`src/rtl/i2c_seq_pkg.sv`:
```
// Shared types and constants for the I2C init sequencer.
// Holds the FSM state enum, the delay pseudo-device and entry field slices.
package i2c_seq_pkg;

   typedef enum logic [3:0] {
      IDLE,
      FETCH,
      LATCH,
      REQ,
      WAIT_LOW,
      WAIT_HIGH,
      CHECK,
      GAP,
      FINISH,
      FAIL
   } seq_state_t;

   localparam logic [7:0] DELAY_DEV = 8'hFF;

   localparam int ENTRY_W = 24;
   localparam int FLD_W   = 8;
   localparam int DEV_LSB = 16;
   localparam int REG_LSB = 8;
   localparam int VAL_LSB = 0;

   function automatic logic [7:0] entry_dev(
      input logic [ENTRY_W-1:0] e
   );
      return e[DEV_LSB +: FLD_W];
   endfunction

   function automatic logic [15:0] entry_delay(
      input logic [ENTRY_W-1:0] e
   );
      return {e[REG_LSB +: FLD_W], e[VAL_LSB +: FLD_W]};
   endfunction

endpackage

```
`src/rtl/seq_timer.sv`:
```
// Loadable down-counter; o_expired is high while the count is 0 or 1.
// Ports: i_clk, i_reset_n, i_load, i_value (load value), o_expired.
module seq_timer #(
   parameter int W = 21
) (
   input  logic         i_clk,
   input  logic         i_reset_n,
   input  logic         i_load,
   input  logic [W-1:0] i_value,
   output logic         o_expired
);

   logic [W-1:0] r_cnt;

   always_ff @(posedge i_clk or negedge i_reset_n) begin
      if (!i_reset_n) begin
         r_cnt <= '0;
      end else if (i_load) begin
         r_cnt <= i_value;
      end else if (r_cnt != '0) begin
         r_cnt <= r_cnt - W'(1);
      end
   end

   // A load of N therefore spans exactly N cycles of the waiting state.
   assign o_expired = (r_cnt <= W'(1));

endmodule

```
`src/rtl/i2c_init_seq.sv`:
```
// Plays a table of {dev,reg,value} entries to an I2C master, with NACK retry.
// Ports: i_clk, i_reset_n, i_go, table i/f (o_tbl_addr, i_tbl_data),
// master i/f (o_i2c_start, o_i2c_data, i_i2c_end, i_i2c_ack),
// status (o_busy, o_done, o_error, o_err_index).
// Option I2C_SEQ_DELAY_EN: dev 8'hFF entries become {reg,value}*256 waits.
module i2c_init_seq
   import i2c_seq_pkg::*;
#(
   parameter int unsigned NUM_ENTRIES = 16,
   parameter int unsigned MAX_RETRY   = 3,
   parameter int unsigned RETRY_GAP   = 1000
) (
   input  logic        i_clk,
   input  logic        i_reset_n,
   input  logic        i_go,
   output logic [7:0]  o_tbl_addr,
   input  logic [23:0] i_tbl_data,
   output logic        o_i2c_start,
   output logic [23:0] o_i2c_data,
   input  logic        i_i2c_end,
   input  logic        i_i2c_ack,
   output logic        o_busy,
   output logic        o_done,
   output logic        o_error,
   output logic [7:0]  o_err_index
);

`ifdef I2C_SEQ_DELAY_EN
   localparam int TW = 25;
`else
   localparam int TW = $clog2(RETRY_GAP + 1);
`endif

   seq_state_t r_state, w_state_n;

   logic [7:0]    r_idx, w_idx_n;
   logic [3:0]    r_retry, w_retry_n;
   logic [23:0]   r_data, w_data_n;
   logic          r_busy, w_busy_n;
   logic          r_done, w_done_n;
   logic          r_error, w_error_n;
   logic [7:0]    r_eidx, w_eidx_n;
   logic          r_start, w_start_n;
   logic          r_go_q;
   logic          w_go_rise;
   logic          w_nack;
   logic          w_ld;
   logic [TW-1:0] w_ld_val;
   logic          w_tmr_exp;

`ifdef I2C_SEQ_DELAY_EN
   logic          r_dly, w_dly_n;
   assign w_nack = i_i2c_ack & ~r_dly;
`else
   assign w_nack = i_i2c_ack;
`endif

   assign w_go_rise = i_go & ~r_go_q;

   seq_timer #(
      .W (TW)
   ) u_timer (
      .i_clk     (i_clk),
      .i_reset_n (i_reset_n),
      .i_load    (w_ld),
      .i_value   (w_ld_val),
      .o_expired (w_tmr_exp)
   );

   always_comb begin
      w_state_n = r_state;
      w_idx_n   = r_idx;
      w_retry_n = r_retry;
      w_data_n  = r_data;
      w_busy_n  = r_busy;
      w_done_n  = r_done;
      w_error_n = r_error;
      w_eidx_n  = r_eidx;
      w_ld      = 1'b0;
      w_ld_val  = '0;
`ifdef I2C_SEQ_DELAY_EN
      w_dly_n   = r_dly;
`endif
      unique case (r_state)
         IDLE: begin
            if (w_go_rise) begin
               w_done_n  = 1'b0;
               w_error_n = 1'b0;
               w_eidx_n  = 8'd0;
               w_idx_n   = 8'd0;
               w_retry_n = 4'd0;
               w_busy_n  = 1'b1;
               w_state_n = FETCH;
            end
         end
         FETCH: w_state_n = LATCH;
         LATCH: begin
            w_data_n  = i_tbl_data;
            w_state_n = REQ;
`ifdef I2C_SEQ_DELAY_EN
            if (entry_dev(i_tbl_data) == DELAY_DEV) begin
               w_ld      = 1'b1;
               w_ld_val  = TW'({entry_delay(i_tbl_data), 8'h00});
               w_dly_n   = 1'b1;
               w_state_n = GAP;
            end
`endif
         end
         REQ: w_state_n = WAIT_LOW;
         WAIT_LOW: begin
            if (!i_i2c_end) w_state_n = WAIT_HIGH;
         end
         WAIT_HIGH: begin
            if (i_i2c_end) w_state_n = CHECK;
         end
         CHECK: begin
            if (!w_nack) begin
               w_retry_n = 4'd0;
`ifdef I2C_SEQ_DELAY_EN
               w_dly_n   = 1'b0;
`endif
               if (r_idx == 8'(NUM_ENTRIES - 1)) begin
                  w_state_n = FINISH;
               end else begin
                  w_idx_n   = r_idx + 8'd1;
                  w_state_n = FETCH;
               end
            end else if (r_retry < 4'(MAX_RETRY)) begin
               w_retry_n = r_retry + 4'd1;
               w_ld      = 1'b1;
               w_ld_val  = TW'(RETRY_GAP);
               w_state_n = GAP;
            end else begin
               w_error_n = 1'b1;
               w_eidx_n  = r_idx;
               w_state_n = FAIL;
            end
         end
         GAP: begin
            if (w_tmr_exp) begin
`ifdef I2C_SEQ_DELAY_EN
               w_state_n = r_dly ? CHECK : REQ;
`else
               w_state_n = REQ;
`endif
            end
         end
         FINISH: begin
            w_done_n  = 1'b1;
            w_busy_n  = 1'b0;
            w_state_n = IDLE;
         end
         FAIL: begin
            w_busy_n  = 1'b0;
            w_state_n = IDLE;
         end
         default: w_state_n = IDLE;
      endcase
      // Registered start: high for REQ plus at least one WAIT_LOW cycle.
      w_start_n = (w_state_n == REQ) || (w_state_n == WAIT_LOW);
   end

   always_ff @(posedge i_clk or negedge i_reset_n) begin
      if (!i_reset_n) begin
         r_state <= IDLE;
         r_idx   <= 8'd0;
         r_retry <= 4'd0;
         r_data  <= 24'd0;
         r_busy  <= 1'b0;
         r_done  <= 1'b0;
         r_error <= 1'b0;
         r_eidx  <= 8'd0;
         r_start <= 1'b0;
         // Held-high GO through reset release must not look like an edge.
         r_go_q  <= 1'b1;
      end else begin
         r_state <= w_state_n;
         r_idx   <= w_idx_n;
         r_retry <= w_retry_n;
         r_data  <= w_data_n;
         r_busy  <= w_busy_n;
         r_done  <= w_done_n;
         r_error <= w_error_n;
         r_eidx  <= w_eidx_n;
         r_start <= w_start_n;
         r_go_q  <= i_go;
      end
   end

`ifdef I2C_SEQ_DELAY_EN
   always_ff @(posedge i_clk or negedge i_reset_n) begin
      if (!i_reset_n) r_dly <= 1'b0;
      else            r_dly <= w_dly_n;
   end
`endif

   assign o_tbl_addr  = r_idx;
   assign o_i2c_start = r_start;
   assign o_i2c_data  = r_data;
   assign o_busy      = r_busy;
   assign o_done      = r_done;
   assign o_error     = r_error;
   assign o_err_index = r_eidx;

endmodule

```
`config.mk`:
```
export PLATFORM = sky130hd
export DESIGN_NAME = i2c_init_seq
export DESIGN_NICKNAME = d
export VERILOG_FILES = /design/src/rtl/i2c_seq_pkg.sv /design/src/rtl/seq_timer.sv /design/src/rtl/i2c_init_seq.sv
export SDC_FILE = /design/constraint.sdc
export NUM_CORES = 1
export LEC_CHECK = 0
export CORE_MARGIN = 3
export CORE_UTILIZATION = 40
export DETAILED_ROUTE_END_ITERATION = 16
export PLACE_DENSITY = 0.67
export SLEW_MARGIN = 15
export SYNTH_ARGS = -nofsm -noshare
export SYNTH_HDL_FRONTEND = slang
export SYNTH_SLANG_ARGS = --single-unit
```
`constraint.sdc`:
```
create_clock -name i_clk -period 5.15 [get_ports i_clk]
set_input_delay 1.03 -clock i_clk [delete_from_list [all_inputs] [get_ports i_clk]]
set_output_delay 1.03 -clock i_clk [all_outputs]
set_load 0.03 [all_outputs]
```
==> flow_results.org, run 1 <==
** Outcome
- Outcome :: finished clean

** Clock tree
- In this run, post-CTS hold repair placed 0 buffers.
- Clock-pin slew reported for the worst setup and hold paths after clock tree synthesis :: about 0.07 ns
- Number of H-tree levels :: 3
- Cell at the root of the clock tree :: clkbuf_8
- TritonCTS clock tree :: yes
- In this run, post-CTS repair resized a total of 0 instances.
- Insertion delay to the later sink of the worst-skew pair :: approximately 0.34 ns
- Post-CTS timing repair inserted 0 buffers for setup.
- The number of clock buffers added by TritonCTS is 9.
- Num Clock Sinks :: 63
- Maximum buffer depth of the clock tree :: 2

** Yosys
- After synthesis, the share of flip-flops with an asynchronous set or reset is 1.00.
- Post-Synthesis Cell Area :: about 0.0029 mm²
- A synthesized cell averages 11.3 µm².
- The share of the Yosys chip area taken by registers is 0.547.
- Sorting the synthesized cells by how often they occur yields dfrtp_1, nand2_1, mux2_2.
- Among all flip-flop cells after synthesis, the most frequent one is dfrtp_1.
- Most repeated cell in the gate-level netlist after synthesis :: dfrtp_1
- Yosys attributes the largest share of cell area to dfrtp_1, mux2_2, nand2_1.
- Cell type contributing the most total cell area after synthesis :: dfrtp_1
- The number of nets in the synthesized netlist is around 290.
- Number of synthesis warnings :: 0
- Library cells used by synthesis :: between 40 and 50
- Number of synthesized flops with an enable pin :: 0
- The cell count after synthesis came out at between 200 and 300.
- Number of synthesized register bits :: between 60 and 70
- Of the post-synthesis cell area, the dominant cell type holds 0.538.

** Critical path
- Cell class contributing the biggest share of worst-path delay :: simple AND/OR/NAND/NOR gates
- STA classifies the critical path endpoint as a flip-flop.
- Buf+Inv Stages, Crit Path :: 1
- Worst EP required :: between 5 and 6 ns
- For this design, the slowest cell found on the critical path is nor2_1.
- At the worst endpoint, the arrival time is roughly 2.9 ns.
- Critical path cell sequence :: clkdlybuf4s50_1 > o31ai_1 > nor2_1 > nor2_1 > o21ai_0
- In this design, the stage delay of the slowest critical-path cell is about 0.64 ns.
- In this run the worst path has a maximum fanout of 16.
- Most common cell on crit path :: nor2_1
- Kind of start point of the critical path :: input port
- Path type of the worst setup path :: input port to flip-flop

** STA
- The worst pin sits at a relative slew slack of 0.453.
- Setup slack closes at between 2 and 2.5 ns.
- Derived from the worst setup path, the maximum achievable clock frequency is ~0.37 GHz.
- Unrepaired setup endpoints after global routing :: no
- Setup total negative slack on the finished layout was measured at 0 ns.
- Time the worst path needs with I/O delays and setup :: 2.68 ns
- The number of max-slew violations in the final report was 0.
- The number of hold violations in the final report was 0.
- At the pin with the least slew margin, the transition time is 0.817 ns.
- Period Utilization, post-route :: 0.521
- Post-Route Skew :: slightly below 0.01 ns
- Setup violations remaining at the end of the flow were counted as 0.

** Min path
- The tightest min-delay check is of the flip-flop to flip-flop type.

** Power and ir drop
- The share of total power dissipated in the clock network is 0.391.
- Of the total power, registers draw 0.501.
- Across the VDD grid, the largest voltage drop is 143 µV.
- Portion of total power attributed to combinational logic :: 0.108
- Switching Power :: ~0.00029 W
- Switching share of power :: 0.260
- In this run the static leakage power is between 1.5 and 2 nW.
- Cell-internal power :: 0.000824 W
- In this run the power density over the cells is ~290 mW/mm².

** Global route
- Aggregate global-route resource usage :: 0.147
- The initial antenna violation count came to 0.
- Largest net degree at the start of global routing :: 64
- The number of global-route vias before repair was slightly below 2000.
- Global-route wire length before repair :: just under 10000 µm
- Aggregate global routing overflow :: 0

** Floorplan
- Chip Width :: between 90 and 100 µm
- Number of top-level design ports :: 73
- In this run the core area contains 30 standard-cell rows.
- The die is 90.9 µm tall.
- The die covers 0.00826 mm².
- For this configuration, the core starts out at a cell density of 0.417.
- Core box area :: slightly below 0.007 mm²

** Place
- At the end of routability-driven placement, the weighted congestion stood at between 0.7 and 0.8.
- Pre-CTS WS :: roughly 2.1 ns
- Placed wire-length estimate :: 3970 µm
- Buffers added on ports :: around 70

** Final layout
- The number of antenna diodes in the final layout is 0.
- In the final design database the tool counted between 300 and 400 nets.
- Compared with the post-synthesis result, the final layout area differs by 34.5%.
- Share of cells above drive strength 1 :: 0.156

** Detailed routing
- DR DRC count :: 0
- In the routed layout, each cell is associated on average with a via count of 4.85.
- For this block, the routed nets add up to approximately 5600 µm of wire.
- Antenna viol nets, final :: 0
- The first detailed-routing pass took 4 iterations.
- The detailed router finished its first iteration with ~130 violations.
- DR vias :: ~2100
- In the final routed layout, each cell accounts on average for 13.1 µm.

** Job
- Max-cap violations :: 0
-- area by class of cell --
class                   instances  area, µm²
inverters                       4       15.0
clock buffers                  10        138
fillers                       629       3030
well taps                      96        120
repair buffers                 74        731
multi-input cells             177       1230
clock inverters                 6       70.1
flip-flops and latches         63       1580
-- worst register-to-register path: stages (launching register included) --
cell and delay [ns]:
dfrtp_1 0.41, ha_1 0.24, o31ai_1 0.44, nor2_1 0.11
nor2_1 0.64, o21ai_0 0.22
-- worst paths after layout --
kind | from | end | slack (ns) | cells past startpoint
max | i_i2c_ack | o_err_index[5] | 2.47 | 5
min | o_done | o_done | 0.48 | 2
max reg2reg | r_retry[0] | o_err_index[5] | 2.94 | 5
min reg2reg | o_done | o_done | 0.48 | 2
max in group asynchronous | i_reset_n | o_i2c_data[21] | 3.79 | 2
min in group asynchronous | i_reset_n | u_timer.r_cnt[6] | 0.84 | 2
-- sequential cells by signal, indices dropped and copies added (netlist names), 4 cells and up --
signal and cells:
o_i2c_data 24, o_tbl_addr 8, r_state 4, o_err_index 8, r_retry 4, u_timer.r_cnt 10
-- routing by layer --
layer  vias up  global-route usage  part of all wire
li1       1039                   -                 -
met1       982               0.202              0.48
met2        52               0.215              0.45
met3        11              0.0342             0.048
met4         0              0.0754             0.021
met5         -                   0                 0
-- cells in the final DEF, fill, tap and decap left out, drive strengths merged, types with 4 or more instances in the layout --
cell type,n
a21oi,5
clkbuf,10
clkdlybuf4s50,71
dfrtp,62
ha,5
inv,4
mux2,26
nand2,38
nand3,12
nor2,22
nor4,5
o21ai,15
xnor2,5
xor2,5
-- power groups by stage --
stage | sequential (W) | combinational [W] | clock, W
after floorplan | 0.000564 | 0.0000714 | 0
after global placement | 0.000566 | 0.000119 | 0
after detailed placement | 0.000567 | 0.000121 | 0
after CTS | 0.000558 | 0.000122 | 0.000446
after global routing | 0.000563 | 0.000138 | 0.000466
final | 0.000559 | 0.000120 | 0.000436
-- per-stage QoR --
stage / total power (W) / hold WS, ns / area [µm²] / instances / util
after global placement: 0.000685 / 0.468 / 3670 / 414 / 0.531
after global routing: 0.00117 / 0.509 / 3880 / 430 / 0.561
after CTS: 0.00113 / 0.487 / 3880 / 430 / 0.561
final: 0.00111 / 0.480 / 3880 / 430 / 0.561
after detailed placement: 0.000688 / 0.472 / 3670 / 414 / 0.531
after floorplan: 0.000635 / 0.476 / 2880 / 255 / -
-- cells by family (layout without fill, tap and decap cells) --
logic type | count (synthesis) | in the layout | share of synthesized area
adder cells (fa/ha/maj) | 5 | 5 | 0.0217
AO/OA/AOI/OAI | 35 | 35 | 0.0842
AND/OR/NAND/NOR | 99 | 99 | 0.181
buffers and inverters | 15 | 94 | 0.0273
multiplexers | 28 | 28 | 0.109
XOR/XNOR | 10 | 10 | 0.0304
flip-flops | 63 | 63 | 0.547
(Power assumes the default switching activity.)
==> run 2: changes to the inputs <==
--- a/config.mk
+++ b/config.mk
@@ -8,7 +8,7 @@
 export CORE_MARGIN = 3
 export CORE_UTILIZATION = 40
 export DETAILED_ROUTE_END_ITERATION = 16
-export PLACE_DENSITY = 0.67
+export PLACE_DENSITY = 0.7
 export SLEW_MARGIN = 15
 export SYNTH_ARGS = -nofsm -noshare
 export SYNTH_HDL_FRONTEND = slang
==> constraint.sdc (replaced) <==
create_clock -name i_clk -period 2.3 [get_ports i_clk]
set_input_delay 0.46 -clock i_clk [delete_from_list [all_inputs] [get_ports i_clk]]
set_output_delay 0.46 -clock i_clk [all_outputs]
set_load 0.03 [all_outputs]
==> run 2 against run 1 <==
  * Flip-flop and latch count stayed put
  * Critical path depth is 4 lower
  * Register-to-register slack worse by 2.7 ns
  * Combinational power is 130% higher
  * Setup slack worse by 2.2 ns
  * Largest power group unchanged
  * Highest routed layer unchanged
  * Via count is 4.0% higher
  * Global-route usage is 1.0 points higher
  * Power is 140% higher
  * Count of clock-buffer cells in the layout is 2 higher
==> flow_results.org, run 2 (synthesized netlist as in run 1, its figures left out) <==
** Place
- Buffers added on ports :: 72 (unchanged)
- RD Place Congestion :: 0.845 (was 0.759)
- The final HPWL from detailed placement is 4300 µm (was 3970 µm).
- Cell Count Post-Placement :: 421 (was 414)
- Cell area after placement :: 0.00373 mm² (was 0.00367 mm²)

** Power and ir drop
- Switching Power :: 0.000620 W (was 0.000290 W)
- Cell Pwr Density :: 663 mW/mm² (was 287 mW/mm²)
- The cell-internal power came to 0.00201 W (was 0.000824 W).
- The portion of total power attributed to combinational logic was 0.105 (was 0.108).
- Share of total power in the clock network :: 0.419 (was 0.391)
- Sequential cell fraction of total power :: 0.476 (was 0.501)
- Leakage power figure :: 1.76 nW (was 1.70 nW)
- The largest voltage drop on the vdd net is 333 µV (was 143 µV).
- The switching fraction of total power was 0.236 (was 0.260).

** Job
- The number of max-cap violations was 0 (unchanged).

** Clock tree
- Clock-pin slew reported for the worst setup and hold paths after clock tree synthesis :: 0.07 ns (about the same)
- The post-CTS setup buffer count was 0 (unchanged).
- TritonCTS clock tree :: yes (unchanged)
- Cell at the root of the clock tree :: clkbuf_8 (unchanged)
- Maximum buffer depth of the clock tree :: 2 (unchanged)
- The number of clock sinks is 63 (unchanged).
- Number of H-tree levels :: 3 (unchanged)
- The insertion delay of the later-clocked pin in the worst-skew pair was 0.34 ns (about the same).
- Number of CTS-inserted buffers :: 9 (unchanged)

** Detailed routing
- The number of remaining DRC errors is 0 (unchanged).
- The post-detailed-route count of antenna-violating nets is 0 (unchanged).
- The routed via count was 2167 (was 2084).
- The overall routed net length was 6000 µm (was 5640 µm).
- Detail-routed via count per cell :: 4.97 (was 4.85)
- The DRC marker count from the first detailed-route iteration is 61 (was 126).
- The average wire per cell in the routed design is 13.8 µm (was 13.1 µm).
- The number of detailed-routing iterations run before antenna repair came to 4 (unchanged).

** Final layout
- Final nets :: 370 (was 363)
- Filler-free cell count of the finished design :: 436 (was 430)
- The growth of design area from synthesis to finish is 37.6% (was 34.5%).
- The final-layout fill cell count came to 617 (was 629).
- The flip-flop count of the largest register after layout was 24 (unchanged).
- The fraction of layout instances using a drive strength above 1 came to 0.174 (was 0.156).
- The number of antenna diodes came to 0 (unchanged).
- The most common cell after layout, fill and taps aside is clkdlybuf4s50_1 (unchanged).
- The total non-filler cell area in the finished layout is 0.00397 mm² (was 0.00388 mm²).
- Commonest cells after routing, fill and taps aside: clkdlybuf4s50_1, dfrtp_1, nand2_1 (unchanged).
- The final design utilization is 0.574 (was 0.561).

** Critical path
- Cell class contributing the biggest share of worst-path delay :: buffers and inverters (was simple AND/OR/NAND/NOR gates)
- The endpoint required time on the critical path was 1.84 ns (was 5.33 ns).
- Reg-to-Reg Start :: r_state[0] (was r_retry[0])
- The biggest cell delay along the critical path came to 0.74 ns (was 0.64 ns).
- The highest fanout seen on the critical path came to 7 (was 16).
- The reg2reg setup slack was 0.27 ns (was 2.94 ns).
- Critical path cell sequence: clkdlybuf4s50_1 (was clkdlybuf4s50_1 > o31ai_1 > nor2_1 > nor2_1 > o21ai_0).
- Crit path max-delay cell type :: clkdlybuf4s50_1 (was nor2_1)
- Buf+Inv Stages, Crit Path :: 1 (unchanged)
- The end of the worst register-to-register path is o_i2c_start (was o_err_index[5]).
- The class of the most critical setup path was flip-flop to output pin (was input port to flip-flop).
- The startpoint kind of the worst setup timing path was a flip-flop (was input port).
- Arrival time reported for the critical path endpoint :: 1.59 ns (was 2.86 ns)
- Register-to-Register Path Depth :: 5 (unchanged)
- Kind of end point of the critical path :: output pin (was flip-flop)

** Global route
- The overall overflow remaining after global route was 0 (unchanged).
- Global-route wire length before repair :: 10500 µm (was 9730 µm)
- Number of global-route vias before repair :: 2214 (was 1989)
- The pin count of the biggest net entering global routing is 42 (was 64).
- The initial antenna violation count is 0 (unchanged).
- Aggregate global-route resource usage :: 0.157 (was 0.147)

** STA
- Final-layout worst hold slack :: 0.103 ns (was 0.480 ns)
- The number of hold violations in the final report was 0 (unchanged).
- Maximum clock rate :: about 0.5 GHz
- Post-Route Skew :: 0.00803 ns (was 0.00972 ns)
- Period Utilization, post-route :: 0.891
- Max-slew violation total from the final report :: 0 (unchanged)
- Unrepaired setup endpoints after global routing: no (unchanged).
- Count of final setup violators :: 0 (unchanged)
- Slew at the pin closest to its max-slew limit :: 0.623 ns (was 0.817 ns)
- The worst slew margin relative to its limit is 0.574 (was 0.453).
- Counting I/O delays and the setup requirement, the final critical path takes 2.05 ns.
- Setup Total Neg Slack :: 0 ns (unchanged)

** Floorplan
- The die outline width was 90.9 µm (unchanged).
- Number of top-level design ports :: 73 (unchanged)
- The placeable core area came to 0.00691 mm² (unchanged).
- The vertical die dimension was 90.9 µm (unchanged).
- The number of rows created at floorplan came to 30 (unchanged).
- The effective utilization at floorplan is 0.417 (unchanged).
- Die area :: 0.00826 mm² (unchanged)

** Outcome
- Outcome :: finished clean (unchanged)

** Min path
- Min-Delay Path Class :: input port to async pin (was flip-flop to flip-flop)
run 2: area by class of cell:
type                    instances  area, µm²  share of cell area
clock buffers                  12        165              0.0416
clock inverters                 3       65.1              0.0164
inverters                       4       15.0             0.00378
multi-input cells             177       1230               0.310
flip-flops and latches         63       1580               0.398
well taps                      96        120              0.0303
repair buffers                 81        796               0.201
run 2: timing repair:
action	4_1_cts	5_1_grt
setup endpoints to repair	0	6
hold buffers	0	0
gates resized for setup	0	1
run 2: metal layers:
| layer | wire length, µm | part of all wire | GRT usage |
|---|---|---|---|
| met2 | 2790 | 0.46 | 0.244 |
| met3 | 302 | 0.050 | 0.0425 |
| met1 | 2780 | 0.46 | 0.201 |
| met5 | 0 | 0 | 0 |
| met4 | 131 | 0.022 | 0.0804 |
run 2: power by group through the flow:
| stage | combinational, W | clock [W] | sequential [W] |
|---|---|---|---|
| after global placement | 0.000272 | 0 | 0.00127 |
| after detailed placement | 0.000279 | 0 | 0.00127 |
| final | 0.000277 | 0.00110 | 0.00125 |
| after floorplan | 0.000160 | 0 | 0.00126 |
| after CTS | 0.000283 | 0.00113 | 0.00125 |
| after global routing | 0.000316 | 0.00117 | 0.00127 |
run 2: worst max-delay path by stage:
| stage | start | to | slack [ns] | cells past startpoint |
|---|---|---|---|---|
| floorplan | o_tbl_addr[0] | o_tbl_addr[7] | 0.44 | 6 |
| global placement | i_go | o_err_index[6] | 0.20 | 4 |
| detailed placement | i_go | o_err_index[4] | 0.11 | 4 |
| CTS | r_retry[0] | o_err_index[4] | 0.19 | 5 |
| global route | r_state[0] | o_i2c_start | 0.11 | 5 |
| finish | o_tbl_addr[4] | o_tbl_addr[4] | 0.25 | 1 |
run 2: through the flow:
step                      setup WS (ns)  total power (W)
final                             0.250          0.00263
after floorplan                   0.439          0.00142
after CTS                         0.187          0.00267
after global routing              0.107          0.00276
after global placement            0.200          0.00154
after detailed placement          0.113          0.00155
==> run 3: changes to the inputs <==
==> constraint.sdc (replaced) <==
create_clock -name i_clk -period 1.7 [get_ports i_clk]
set_input_delay 0.34 -clock i_clk [delete_from_list [all_inputs] [get_ports i_clk]]
set_output_delay 0.34 -clock i_clk [all_outputs]
set_load 0.03 [all_outputs]
==> run 3 against run 2 <==
  * The flow now finishes with violations (negative hold slack)
  * Sequential power increased by 35%
  * Critical path depth increased by 5
  * First-iteration DRC count increased by 20%
  * Critical path type is now flip-flop to flip-flop
==> flow_results.org, run 3 (synthesized netlist as in run 1, its figures left out) <==
** Outcome
- Outcome: finished with violations (was finished clean).
- Violations in the final reports :: negative hold slack

** Floorplan
- # rows :: 30 (unchanged)
- The vertical die dimension came to 90.9 µm (unchanged).
- Die area :: 0.00826 mm² (unchanged)
- Core box area :: 0.00691 mm² (unchanged)
- Number of top-level design ports :: 73 (unchanged)
- Starting density of the core :: 0.417 (unchanged)
- The die outline width is 90.9 µm (unchanged).

** Global route
- Global-route wire length before repair :: 10400 µm (was 10500 µm)
- The global-route met1 utilization was 0.199 (was 0.201).
- The initial antenna violation count came to 0 (unchanged).
- The pin count of the biggest net entering global routing is 64 (was 42).
- The combined global-route utilization of all metal layers was 0.157 (about the same).
- The number of global-route vias before repair was 2162 (was 2214).
- Most used routing layer in global routing :: met2 (unchanged)
- The routing usage on met2 was 0.251 (was 0.244).
- The overall overflow remaining after global route is 0 (unchanged).
- The fraction of met3 tracks used by global routing came to 0.0400 (was 0.0425).

** Critical path
- The startpoint kind of the worst setup timing path is a flip-flop (unchanged).
- Largest fanout of any net on the critical path :: 8 (was 7)
- The class of the most critical setup path is flip-flop to flip-flop (was flip-flop to output pin).
- The nature of the critical path endpoint was a flip-flop (was output pin).
- The reg2reg setup slack was 0.03 ns (was 0.27 ns).
- Worst EP required :: 1.91 ns (was 1.84 ns)
- The data arrival time of the worst path came to 1.89 ns (was 1.59 ns).

** Place
- Buffers added on ports :: 72 (unchanged)
- The final HPWL from detailed placement came to 4520 µm (was 4300 µm).
- The final weighted congestion in routability-driven placement came to 0.803 (was 0.845).

** Detailed routing
- The DRC marker count from the first detailed-route iteration came to 73 (was 61).
- Routed wire per std cell :: 13.7 µm (was 13.8 µm)
- The number of detailed-routing iterations run before antenna repair is 4 (unchanged).
- The number of remaining DRC errors is 0 (unchanged).
- Detail-routed via count per cell :: 4.83 (was 4.97)
- The overall routed net length came to 6540 µm (was 6000 µm).
- The post-detailed-route count of antenna-violating nets came to 0 (unchanged).
- The routed via count came to 2306 (was 2167).

** STA
- The number of max-slew violations in the final report came to 0 (unchanged).
- Post-Route Skew :: 0.0113 ns (was 0.00803 ns)
- The transition at the pin with the smallest max-transition slack is 0.533 ns (was 0.623 ns).
- The number of hold violations in the final report came to 7 (was 0).
- Normalized max-slew margin :: 0.643 (was 0.574)
- Final-layout worst hold slack :: -0.0107 ns (was 0.103 ns)
- Count of final setup violators :: 0 (unchanged)
- The smallest clock period supported by the final layout is computed as approximately 1.7 ns.
- Maximum clock rate :: 0.597 GHz
- Of the available clock period, the critical path in the final layout requires 0.985.
- Unrepaired setup endpoints after global routing: yes (was no).

** Min path
- The path class of the lowest-slack min-delay path is input port to async pin (unchanged).

** Power and ir drop
- The largest voltage drop on the vdd net came to 416 µV (was 333 µV).
- Pwr Total :: 0.00325 W (was 0.00263 W)
- The power density normalized to cell area came to 759 mW/mm² (was 663 mW/mm²).
- Leakage power figure :: 2.27 nW (was 1.76 nW)

** Final layout
- Commonest cells after routing, fill and taps aside :: dfrtp_1, buf_4, nand2_1 (was clkdlybuf4s50_1, dfrtp_1, nand2_1)
- The growth of design area from synthesis to finish was 48.6% (was 37.6%).
- Final nets :: 410 (was 370)
- Most common cell after layout, fill and taps aside :: dfrtp_1 (was clkdlybuf4s50_1)
- Share of cells above drive strength 1 :: 0.297 (was 0.174)
- Antenna diode count :: 0 (unchanged)
- Fill cell instance count of the final layout :: 591 (was 617)
- Core Util, Final :: 0.620 (was 0.574)
- The area taken by flip-flops and latches was 0.00159 mm² (was 0.00158 mm²).
- Number of flip-flops under the largest register name :: 24 (unchanged)
- Multi-input combinational cell area :: 0.00128 mm² (was 0.00123 mm²)

** Clock tree
- Maximum buffer depth of the clock tree :: 2 (unchanged)
- The number of clock sinks was 63 (unchanged).
- Cell at the root of the clock tree :: clkbuf_8 (unchanged)
- Number of H-tree levels :: 3 (unchanged)
- The total CTS buffers was 9 (unchanged).
- The insertion delay of the later-clocked pin in the worst-skew pair came to 0.34 ns (about the same).
- The post-CTS clock slew at the launch and capture registers of the worst setup and hold paths was 0.07 ns (about the same).
- The clock tree from TritonCTS is yes (unchanged).

** Job
- Max-cap violations :: 0 (unchanged)
## run 3: area by class of cell
cell class | instances | area share
clock inverters | 4 | 0.00526
well taps | 96 | 0.0280
clock buffers | 12 | 0.0339
repair buffers | 120 | 0.260
flip-flops and latches | 63 | 0.371
inverters | 4 | 0.00351
multi-input cells | 178 | 0.299
## run 3: worst paths after layout
check | endpoint | cells after the start | from
setup / recovery | o_i2c_start | 6 | r_state[0]
hold reg to reg | o_err_index[0] | 2 | o_err_index[0]
hold / removal | o_i2c_data[19] | 2 | i_reset_n
max in group asynchronous | r_go_q | 2 | i_reset_n
setup reg to reg | o_i2c_start | 6 | r_state[0]
min in group i_clk | o_err_index[0] | 2 | o_err_index[0]
## run 3: routing by layer
metal / up-vias / share of wire
met2: 52 / 0.49
li1: 1141 / -
met4: 0 / 0.015
met3: 7 / 0.040
met5: - / 0
met1: 1106 / 0.46
## run 3: repair_timing
| item | 4_1_cts | 5_1_grt |
|---|---|---|
| hold endpoints to repair | 0 | 0 |
| cloned | 0 | 3 |
| pin swaps | 0 | 7 |
| hold buffers | 0 | 0 |
| endpoints found under the setup margin | 43 | 52 |
| gates resized for setup | 39 | 19 |
| buffers inserted | 0 | 7 |
## run 3: critical path, cell delays in order, from the launching register on
cell and delay, ns:
dfrtp_2 0.43, buf_4 0.13, o21ai_0 0.07, a2111oi_1 0.56, or2_4 0.21, or3_1 0.10, mux2i_1 0.06
## run 3: stage by stage
stage / std cells / instance area [µm²] / TNS (ns) / hold slack, ns / setup WS [ns]
after floorplan: 255 / 2900 / -0.0293 / 0.0444 / -0.0169
after global placement: 451 / 3990 / -3.44 / 0.376 / -0.348
after detailed placement: 451 / 3990 / -4.57 / 0.379 / -0.470
after CTS: 467 / 4130 / 0 / 0.00882 / 0.000245
after global routing: 477 / 4280 / -0.307 / 0.0123 / -0.0448
final: 477 / 4280 / 0 / -0.0107 / 0.0251
## run 3: report_power, final
part / total, W / switching, W / internal (W)
clock: 0.00111 / 0.000549 / 0.000562
combinational: 0.000452 / 0.000207 / 0.000245
sequential: 0.00169 / 0.0000935 / 0.00159
